### src/rtl/timing_gen_if.sv
// Timing generator <-> controller bundle: start button, controller requests, beat/sub-beat outputs.
// step_i exists only when TIMING_STEP_EN is defined.
interface timing_gen_if #(
   parameter int CNT_W = 16
);
   logic             qd;
   logic             short_i;
   logic             long_i;
   logic             stop_i;
`ifdef TIMING_STEP_EN
   logic             step_i;
`endif
   logic             w1;
   logic             w2;
   logic             w3;
   logic             t1;
   logic             t2;
   logic             t3;
   logic             running;
   logic [CNT_W-1:0] wcnt;

   modport master (
`ifdef TIMING_STEP_EN
      input  step_i,
`endif
      input  qd, short_i, long_i, stop_i,
      output w1, w2, w3, t1, t2, t3, running, wcnt
   );

   modport slave (
`ifdef TIMING_STEP_EN
      output step_i,
`endif
      output qd, short_i, long_i, stop_i,
      input  w1, w2, w3, t1, t2, t3, running, wcnt
   );
endinterface

### src/rtl/timing_gen.sv
// Machine-cycle timing generator: W1/W2/W3 beats of BEATS clks with t1/t2/t3 sub-beats; optional TIMING_STEP_EN adds step_i.
// Start is 3 clks after qd rises; requests only act at t3; no backpressure, outputs decode registered state only.
module timing_gen #(
   parameter int BEATS = 3,
   parameter int CNT_W = 16
) (
   input  logic          clk,
   input  logic          clr,
   timing_gen_if.master  bus
);

   localparam int BW = $clog2(BEATS);
   localparam logic [BW-1:0] LAST = BW'(BEATS - 1);

   typedef enum logic [1:0] {IDLE, RUN, HALT} state_t;
   typedef enum logic [1:0] {W_1, W_2, W_3} wsel_t;

   state_t           state, state_nxt;
   wsel_t            cur_w, w_nxt, w_after;
   logic [BW-1:0]    beat, beat_nxt;
   logic [CNT_W-1:0] wcnt, wcnt_nxt;
   logic             qd_s1, qd_s2, qd_prev;
   logic             qd_edge;
   logic             halt_req;
   logic             run;

   always_ff @(posedge clk or negedge clr) begin
      if (!clr) begin
         qd_s1   <= 1'b0;
         qd_s2   <= 1'b0;
         qd_prev <= 1'b0;
      end else begin
         qd_s1   <= bus.qd;
         qd_s2   <= qd_s1;
         qd_prev <= qd_s2;
      end
   end

   assign qd_edge = qd_s2 & ~qd_prev;

   always_ff @(posedge clk or negedge clr) begin
      if (!clr) begin
         state <= IDLE;
         cur_w <= W_1;
         beat  <= '0;
         wcnt  <= '0;
      end else begin
         state <= state_nxt;
         cur_w <= w_nxt;
         beat  <= beat_nxt;
         wcnt  <= wcnt_nxt;
      end
   end

   // While halted, cur_w holds the pending W that the next start resumes at.
   always_comb begin
      state_nxt = state;
      w_nxt     = cur_w;
      beat_nxt  = beat;
      wcnt_nxt  = wcnt;
      w_after   = W_1;
      halt_req  = 1'b0;

      case (cur_w)
         W_1:     w_after = bus.short_i ? W_1 : W_2;
         W_2:     w_after = bus.long_i  ? W_3 : W_1;
         default: w_after = W_1;
      endcase

`ifdef TIMING_STEP_EN
      halt_req = bus.stop_i | (bus.step_i & (w_after == W_1));
`else
      halt_req = bus.stop_i;
`endif

      case (state)
         IDLE, HALT: begin
            if (qd_edge) begin
               state_nxt = RUN;
               beat_nxt  = '0;
            end
         end
         RUN: begin
            if (beat == LAST) begin
               beat_nxt = '0;
               wcnt_nxt = wcnt + CNT_W'(1);
               w_nxt    = w_after;
               if (halt_req) state_nxt = HALT;
            end else begin
               beat_nxt = beat + BW'(1);
            end
         end
         default: begin
            state_nxt = IDLE;
            w_nxt     = W_1;
            beat_nxt  = '0;
         end
      endcase
   end

   assign run         = (state == RUN);
   assign bus.running = run;
   assign bus.w1      = run && (cur_w == W_1);
   assign bus.w2      = run && (cur_w == W_2);
   assign bus.w3      = run && (cur_w == W_3);
   assign bus.t1      = run && (beat == BW'(0));
   assign bus.t2      = run && (beat == BW'(1));
   assign bus.t3      = run && (beat == LAST);
   assign bus.wcnt    = wcnt;

endmodule

### src/flat_wrapper.sv
// flat-port wrapper written by rule: the top's interface ports become plain ports
module timing_gen_flat 
#(
   parameter int BEATS = 3,
   parameter int CNT_W = 16
)
  (clk, clr, bus_qd, bus_short_i, bus_long_i, bus_stop_i, bus_w1, bus_w2, bus_w3, bus_t1, bus_t2, bus_t3, bus_running, bus_wcnt);
  timing_gen_if #(.CNT_W(CNT_W)) bus_i ();
  input  logic clk;
  input  logic clr;
  input wire logic [$bits(bus_i.qd)-1:0] bus_qd;
  input wire logic [$bits(bus_i.short_i)-1:0] bus_short_i;
  input wire logic [$bits(bus_i.long_i)-1:0] bus_long_i;
  input wire logic [$bits(bus_i.stop_i)-1:0] bus_stop_i;
  output wire logic [$bits(bus_i.w1)-1:0] bus_w1;
  output wire logic [$bits(bus_i.w2)-1:0] bus_w2;
  output wire logic [$bits(bus_i.w3)-1:0] bus_w3;
  output wire logic [$bits(bus_i.t1)-1:0] bus_t1;
  output wire logic [$bits(bus_i.t2)-1:0] bus_t2;
  output wire logic [$bits(bus_i.t3)-1:0] bus_t3;
  output wire logic [$bits(bus_i.running)-1:0] bus_running;
  output wire logic [$bits(bus_i.wcnt)-1:0] bus_wcnt;
  assign bus_i.qd = bus_qd;
  assign bus_i.short_i = bus_short_i;
  assign bus_i.long_i = bus_long_i;
  assign bus_i.stop_i = bus_stop_i;
  assign bus_w1 = bus_i.w1;
  assign bus_w2 = bus_i.w2;
  assign bus_w3 = bus_i.w3;
  assign bus_t1 = bus_i.t1;
  assign bus_t2 = bus_i.t2;
  assign bus_t3 = bus_i.t3;
  assign bus_running = bus_i.running;
  assign bus_wcnt = bus_i.wcnt;
  timing_gen #(.BEATS(BEATS), .CNT_W(CNT_W)) u_core (.clk(clk), .clr(clr), .bus(bus_i));
endmodule
### config.mk
export PLATFORM = sky130hd
export DESIGN_NAME = timing_gen_flat
export DESIGN_NICKNAME = d
export VERILOG_FILES = /design/src/rtl/timing_gen_if.sv /design/src/rtl/timing_gen.sv /design/src/flat_wrapper.sv
export SDC_FILE = /design/constraint.sdc
export NUM_CORES = 1
export LEC_CHECK = 0
export ABC_AREA = 1
export BUFFER_PORTS_ARGS = -buffer_cell sky130_fd_sc_hd__buf_2
export CAP_MARGIN = 40
export CORE_AREA = 2 2 54 61
export CTS_CLUSTER_SIZE = 40
export DETAILED_ROUTE_END_ITERATION = 6
export DIE_AREA = 0 0 56 63
export GPL_TIMING_DRIVEN = 0
export PLACE_DENSITY = 0.73
export SLEW_MARGIN = 30
export SYNTH_ARGS = -nofsm -noshare
export SYNTH_HDL_FRONTEND = slang
export SYNTH_SLANG_ARGS = --single-unit
### constraint.sdc
create_clock -name clk -period 1.95 [get_ports clk]
set_input_delay 0.0975 -clock clk [delete_from_list [all_inputs] [get_ports clk]]
set_output_delay 0.0975 -clock clk [all_outputs]
set_load 0.005 [all_outputs]
==> results of run 1 <==
==> layout by cell type (no fill, tap or decap), drive strengths merged, types with 2 or more instances in the layout <==
cell	count
nand3b	2
xor2	3
buf	28
nor2	21
nand2	44
nand4	5
clkbuf	4
o21bai	2
o21ai	8
inv	24
nor3	4
dfrtp	25
dlygate4sd3	3
xnor2	4
nand3	11
==> final timing paths <==
path / from / end / slack (ps) / cells after the start
min reg2reg: u_core.qd_s1$_DFF_PN0_ / u_core.qd_s2$_DFF_PN0_ / 360 / 0
min in group asynchronous: clr / u_core.bus.wcnt[10]$_DFFE_PN0P_ / 290 / 2
max: u_core.state[0]$_DFFE_PN0P_ / bus_t1 / 580 / 5
min: bus_long_i / u_core.cur_w[1]$_DFFE_PN0P_ / 20 / 3
max reg2reg: u_core.bus.wcnt[5]$_DFFE_PN0P_ / u_core.bus.wcnt[15]$_DFFE_PN0P_ / 650 / 7
max in group asynchronous: clr / u_core.state[1]$_DFFE_PN0P_ / 1300 / 2
==> repair_timing <==
action,CTS,global route
hold endpoints to repair,27,0
hold buffers,3,0
buffers inserted,0,0
==> power by group <==
| group | switching [W] | total (W) | internal (W) |
|---|---|---|---|
| Combinational | 0.000341 | 0.000572 | 0.000231 |
| Sequential | 0.0000969 | 0.000709 | 0.000612 |
| Clock | 0.000138 | 0.000218 | 0.0000797 |
==> cells by family after synthesis <==
kind of cell	after synthesis	synth area share, %
adder cells (fa/ha/maj)	1	0.966
AND/OR/NAND/NOR	87	34.3
flip-flops	25	48.3
AO/OA/AOI/OAI	11	4.73
buffers and inverters	24	6.96
XOR/XNOR	7	4.73
==> sequential cells by signal, summed over array words and instances, names as in the netlist <==
register / flops
u_core.bus.wcnt: 16
u_core.qd_prev: 1
u_core.beat: 2
u_core.qd_s2: 1
u_core.qd_s1: 1
u_core.cur_w: 2
u_core.state: 2
==> metal layers <==
layer	track usage [%]	share of wire [%]	vias to the layer above
li1	-	-	555
met1	21.9	48	477
met3	1.86	4.3	4
met4	3.57	0.79	0
met2	25.0	46	25
met5	0	0	-
==> layout make-up <==
cell class                      instances  area [sq um]  share of cell area (%)
Timing Repair Buffer                   31           170                    11.1
Inverter                               24          90.1                    5.87
Multi-Input combinational cell        106           579                    37.8
Clock buffer                            4          26.3                    1.71
Tap cell                               34          42.5                    2.77
Sequential cell                        25           626                    40.8
==> worst reg2reg max path, stage by stage (launching register included) <==
cell and delay (ps):
dfrtp_1 430, nand2_1 110, nor2_1 260, nand2_1 80
nor2_1 170, nand2_1 70, nand2_1 60, nand2_1 50
==> synthesized netlist by cell type <==
cell type | instances | share of area, %
dfrtp_1 | 25 | 48
ha_1 | 1 | 0.97
inv_1 | 21 | 6.1
inv_2 | 3 | 0.87
nand2_1 | 40 | 12
nand2_2 | 2 | 0.97
nand2_4 | 2 | 1.7
nand3_1 | 10 | 3.9
nand3_4 | 1 | 1.4
nand3b_1 | 2 | 1.2
nand4_1 | 5 | 2.4
nor2_1 | 14 | 4.1
nor2_2 | 3 | 1.4
nor2_4 | 3 | 2.6
nor2_8 | 1 | 1.5
nor3_1 | 4 | 1.5
o21ai_0 | 8 | 3.1
o21bai_1 | 2 | 1.2
o22ai_1 | 1 | 0.48
xnor2_1 | 4 | 2.7
xor2_1 | 3 | 2.0
==> per-stage QoR <==
stage               area [sq um]  std cells  hold WS [ps]
floorplan                   1290        155          -198
global placement            1480        217           112
detailed placement          1480        217           115
finish                      1530        224          22.2
global route                1530        224          34.9
CTS                         1530        224          15.5
==> results.tsv, run 1 <==
stage	metric	value	unit
clock_network	H-tree depth	1	
synth	Synth Area per Inst	8.35	sq um
routing	Pre-Repair DR Iteration Count	4	
clock_network	Clock Path Buffers	2	
clock_network	Worst-Skew Late Latency	310	ps
timing	RSZ-0062 raised after global routing	no	
routing	Starting DRT DRC Count	51	
floorplan	CORE AREA	2940	sq um
synth	Cell Area, Synth	1290	sq um
setup_path	Top delay family on crit path	flip-flops	
placement	DP HPWL	1.89	mm
synth	Synth Warn #	0	
cells_and_area	layout cells sized above 1	24.2	%
synth	Syn Inst Count	155	
cells_and_area	Ant. Diodes	0	
setup_path	crit start category	register	
setup_path	CP max-delay cell	dfrtp_1	
global_route	remaining global-route overflow	0	
floorplan	Die ar.	3530	sq um
timing	setup tns final	0	ps
setup_path	Worst Path Max Fanout	4	
worst_hold_path	Worst Hold Class	primary input to register	
placement	PortBufs	28	
cells_and_area	final core occ	52.1	%
job	max-cap check violation count	0	
global_route	first-pass GRT wire length	4.44	mm
synth	syn_nets	162	
placement	RePlAce Congestion	0.887	
floorplan	Rows	21	
timing	final setup fails	0	
setup_path	critical path arrival	1270	ps
power	ratio of total power to cell area	976	nW/um^2
setup_path	Setup CP Type	register to primary output	
cells_and_area	filler instances	290	
setup_path	CP max stage delay	430	ps
clock_network	CTS tree	built	
clock_network	CTS Root Cell	clkbuf_4	
timing	worst slew pin tran	541	ps
power	Final Power	0.00150	W
global_route	pin count of the biggest net entering global routing	26	
routing	routed via count	1061	
routing	post-DR wirelength/cell	10.7	um
timing	Slew Limit Fails	0	
floorplan	Starting Density	44.0	%
synth	Seq cells post-synth	25	
setup_path	Critical Path RT	1850	ps
timing	Final min period	1370	ps
routing	Final ANT Viol Nets	0	
timing	Max Clk Rate	731	MHz
timing	crit share post-route	70.1	%
clock_network	Sink Count	25	
routing	total wire length	2.40	mm
routing	# DRC	0	
timing	Worst Skew	7.62	ps
synth	sequential area share after synthesis	48.3	%
clock_network	TritonCTS Buffers	3	
floorplan	Die Ht	63	um
cells_and_area	layout net count	198	
status	outcome	finished, final reports clean	
timing	Fin. Hold Viols	0	
clock_network	# resized after CTS	0	
routing	vias per inst	4.74	
setup_path	critical path buffer and inverter count	2	
placement	pre-CTS WS	678	ps
clock_network	clk slew on worst S/H paths	130	ps
floorplan	Die X	56	um
timing	final setup margin	583	ps
synth	Yosys cell types	21	
power	Static Leak	0.809	nW
global_route	vias in the first global route	998	
cells_and_area	Area growth syn-to-layout	18.5	%
global_route	initial antenna violation count	0	
floorplan	I/O pins	29	
setup_path	CP cell instances	inv_2 -> nor2_4 -> nand2_1 -> nor2_1 -> buf_2	
timing	Slew HR	63.9	%
power	worst vdd rail ir drop	618	uV
global_route	GRT Total Usage	15.4	%
setup_path	Critical Path End Type	primary output	
Power figures use the tool's default switching activity.
==> inputs of run 2 (changes only) <==
--- a/config.mk
+++ b/config.mk
@@ -13,7 +13,7 @@
 export DETAILED_ROUTE_END_ITERATION = 6
 export DIE_AREA = 0 0 56 63
 export GPL_TIMING_DRIVEN = 0
-export PLACE_DENSITY = 0.73
+export PLACE_DENSITY = 0.75
 export SLEW_MARGIN = 30
 export SYNTH_ARGS = -nofsm -noshare
 export SYNTH_HDL_FRONTEND = slang
==> constraint.sdc (replaced) <==
create_clock -name clk -period 1.23 [get_ports clk]
set_input_delay 0.0615 -clock clk [delete_from_list [all_inputs] [get_ports clk]]
set_output_delay 0.0615 -clock clk [all_outputs]
set_load 0.005 [all_outputs]
==> results.tsv, run 2 (same netlist as run 1, synthesis figures left out) <==
stage	metric	value	unit	change
global_route	pin count of the biggest net entering global routing	26		unchanged
cells_and_area	Area growth syn-to-layout	38.4	%	was 18.5%
power	worst vdd rail ir drop	1260	uV	was 618 uV
job	max-cap check violation count	0		unchanged
timing	final setup margin	-48.4	ps	was 583 ps
setup_path	Critical Path RT	1170	ps	was 1850 ps
setup_path	critical path arrival	1220	ps	was 1270 ps
power	Static Leak	0.913	nW	was 0.809 nW
cells_and_area	Ant. Diodes	0		unchanged
clock_network	clk slew on worst S/H paths	130	ps	about the same
clock_network	Worst-Skew Late Latency	310	ps	about the same
global_route	remaining global-route overflow	0		unchanged
routing	wl on met1	1.21	mm	was 1.16 mm
floorplan	Die ar.	3530	sq um	unchanged
routing	Final ANT Viol Nets	0		unchanged
setup_path	crit start category	register		unchanged
routing	met2 routed WL	1.35	mm	was 1.11 mm
cells_and_area	area occupied by multi-input gates	682	sq um	was 579 sq um
timing	crit share post-route	104	%	
cells_and_area	final core occ	60.9	%	was 52.1%
clock_network	Clock Path Buffers	2		unchanged
clock_network	H-tree depth	1		unchanged
floorplan	Starting Density	44.0	%	unchanged
timing	Max Clk Rate	782	MHz	
routing	# DRC	0		unchanged
routing	routed via count	1168		was 1061
routing	routed wire length on met3	121	um	was 104 um
timing	Final min period	1280	ps	
setup_path	Critical Path End Type	primary output		unchanged
routing	Pre-Repair DR Iteration Count	4		unchanged
routing	post-DR wirelength/cell	11.2	um	was 10.7 um
cells_and_area	max reg flops	16		unchanged
worst_hold_path	Worst Hold Class	primary input to register		unchanged
global_route	initial antenna violation count	0		unchanged
setup_path	Setup CP Type	register to primary output		unchanged
routing	vias per inst	4.83		was 4.74
clock_network	CTS Root Cell	clkbuf_4		unchanged
timing	final setup fails	6		was 0
cells_and_area	layout net count	216		was 198
clock_network	Sink Count	25		unchanged
routing	Starting DRT DRC Count	38		was 51
cells_and_area	most common cell after layout, fill and taps aside	nand2_1		unchanged
placement	DP Cell Count	217		unchanged
floorplan	I/O pins	29		unchanged
routing	total wire length	2.71	mm	was 2.40 mm
floorplan	Die X	56	um	unchanged
setup_path	Worst Path Max Fanout	6		was 4
global_route	first-pass GRT wire length	4.61	mm	was 4.44 mm
status	outcome	finished, violations left		was finished, final reports clean
power	ratio of total power to cell area	1690	nW/um^2	was 976 nW/um^2
clock_network	CTS tree	built		unchanged
routing	max layer used	met4		unchanged
status	failing checks	negative setup slack		
global_route	vias in the first global route	1082		was 998
cells_and_area	Register Area	631	sq um	was 626 sq um
floorplan	Rows	21		unchanged
cells_and_area	filler instances	273		was 290
global_route	GRT Total Usage	16.0	%	was 15.4%
timing	worst slew pin tran	535	ps	was 541 ps
cells_and_area	layout cells sized above 1	42.3	%	was 24.2%
cells_and_area	final non-filler cell total	242		was 224
timing	Fin. Hold Viols	0		unchanged
floorplan	CORE AREA	2940	sq um	unchanged
placement	RePlAce Congestion	0.868		was 0.887
placement	PortBufs	28		unchanged
cells_and_area	most frequent cells in the layout	nand2_1, buf_2, dfrtp_1		unchanged
cells_and_area	Reg with most FFs	u_core.bus.wcnt		unchanged
placement	DP HPWL	1.85	mm	was 1.89 mm
floorplan	Die Ht	63	um	unchanged
timing	RSZ-0062 raised after global routing	yes		was no
timing	Worst Skew	9.53	ps	was 7.62 ps
timing	Slew HR	64.3	%	was 63.9%
clock_network	TritonCTS Buffers	3		unchanged
timing	Slew Limit Fails	0		unchanged
-- run 2: metal layers --
layer | vias to the layer above | track usage [%]
li1 | 598 | -
met1 | 532 | 20.7
met2 | 31 | 27.9
met3 | 7 | 2.28
met4 | 0 | 4.17
met5 | - | 0
-- run 2: area by class of cell --
type	instances	area share, %
Tap cell	34	2.37
Timing Repair Buffer	49	17.7
Clock buffer	4	1.47
Multi-Input combinational cell	106	38.1
Inverter	24	5.17
Sequential cell	25	35.2
-- run 2: path summary, 6_finish.rpt --
| check | from | depth (start not counted) | endpoint | slack, ps |
|---|---|---|---|---|
| hold reg to reg | u_core.qd_s1$_DFF_PN0_ | 0 | u_core.qd_s2$_DFF_PN0_ | 370 |
| hold / removal | bus_short_i | 3 | u_core.cur_w[0]$_DFFE_PN0P_ | 20 |
| setup / recovery | u_core.beat[0]$_DFFE_PN0P_ | 4 | bus_t3 | -50 |
| max in group asynchronous | clr | 2 | u_core.bus.wcnt[3]$_DFFE_PN0P_ | 590 |
| setup reg to reg | u_core.beat[0]$_DFFE_PN0P_ | 6 | u_core.bus.wcnt[13]$_DFFE_PN0P_ | -30 |
| min in group asynchronous | clr | 2 | u_core.beat[0]$_DFFE_PN0P_ | 240 |
-- run 2: where the power goes --
part | internal, W | leakage, nW | total (W) | switching, W
clock | 0.000127 | 0.0150 | 0.000358 | 0.000231
sequential | 0.000974 | 0.323 | 0.00115 | 0.000171
combinational | 0.000750 | 0.575 | 0.00152 | 0.000770
-- run 2: worst max-delay path: stages (launching register included) --
cell and delay (ps):
dfrtp_1 440, inv_2 80, nand2_2 80, nor2_8 180, buf_6 120
-- run 2: repair_timing --
item                                   4_1_cts  5_1_grt
hold buffers                                 4        0
pin swaps                                    3        7
setup buffers                               10        8
endpoints found under the hold margin       28        0
setup endpoints to repair                   12       22
gates resized for setup                      9       29
-- run 2: stage by stage --
| stage | hold slack [ps] | cell area (sq um) | worst slack [ps] | total power, W | TNS [ps] |
|---|---|---|---|---|---|
| after floorplan | -234 | 1290 | 70.2 | 0.00175 | 0 |
| after global placement | 74.4 | 1480 | -37.8 | 0.00205 | -55.8 |
| after detailed placement | 80.2 | 1480 | -43.0 | 0.00206 | -91.3 |
| after CTS | 29.1 | 1650 | -36.3 | 0.00268 | -154 |
| after global routing | 7.01 | 1790 | -140 | 0.00327 | -1770 |
| final | 15.6 | 1790 | -48.4 | 0.00302 | -181 |
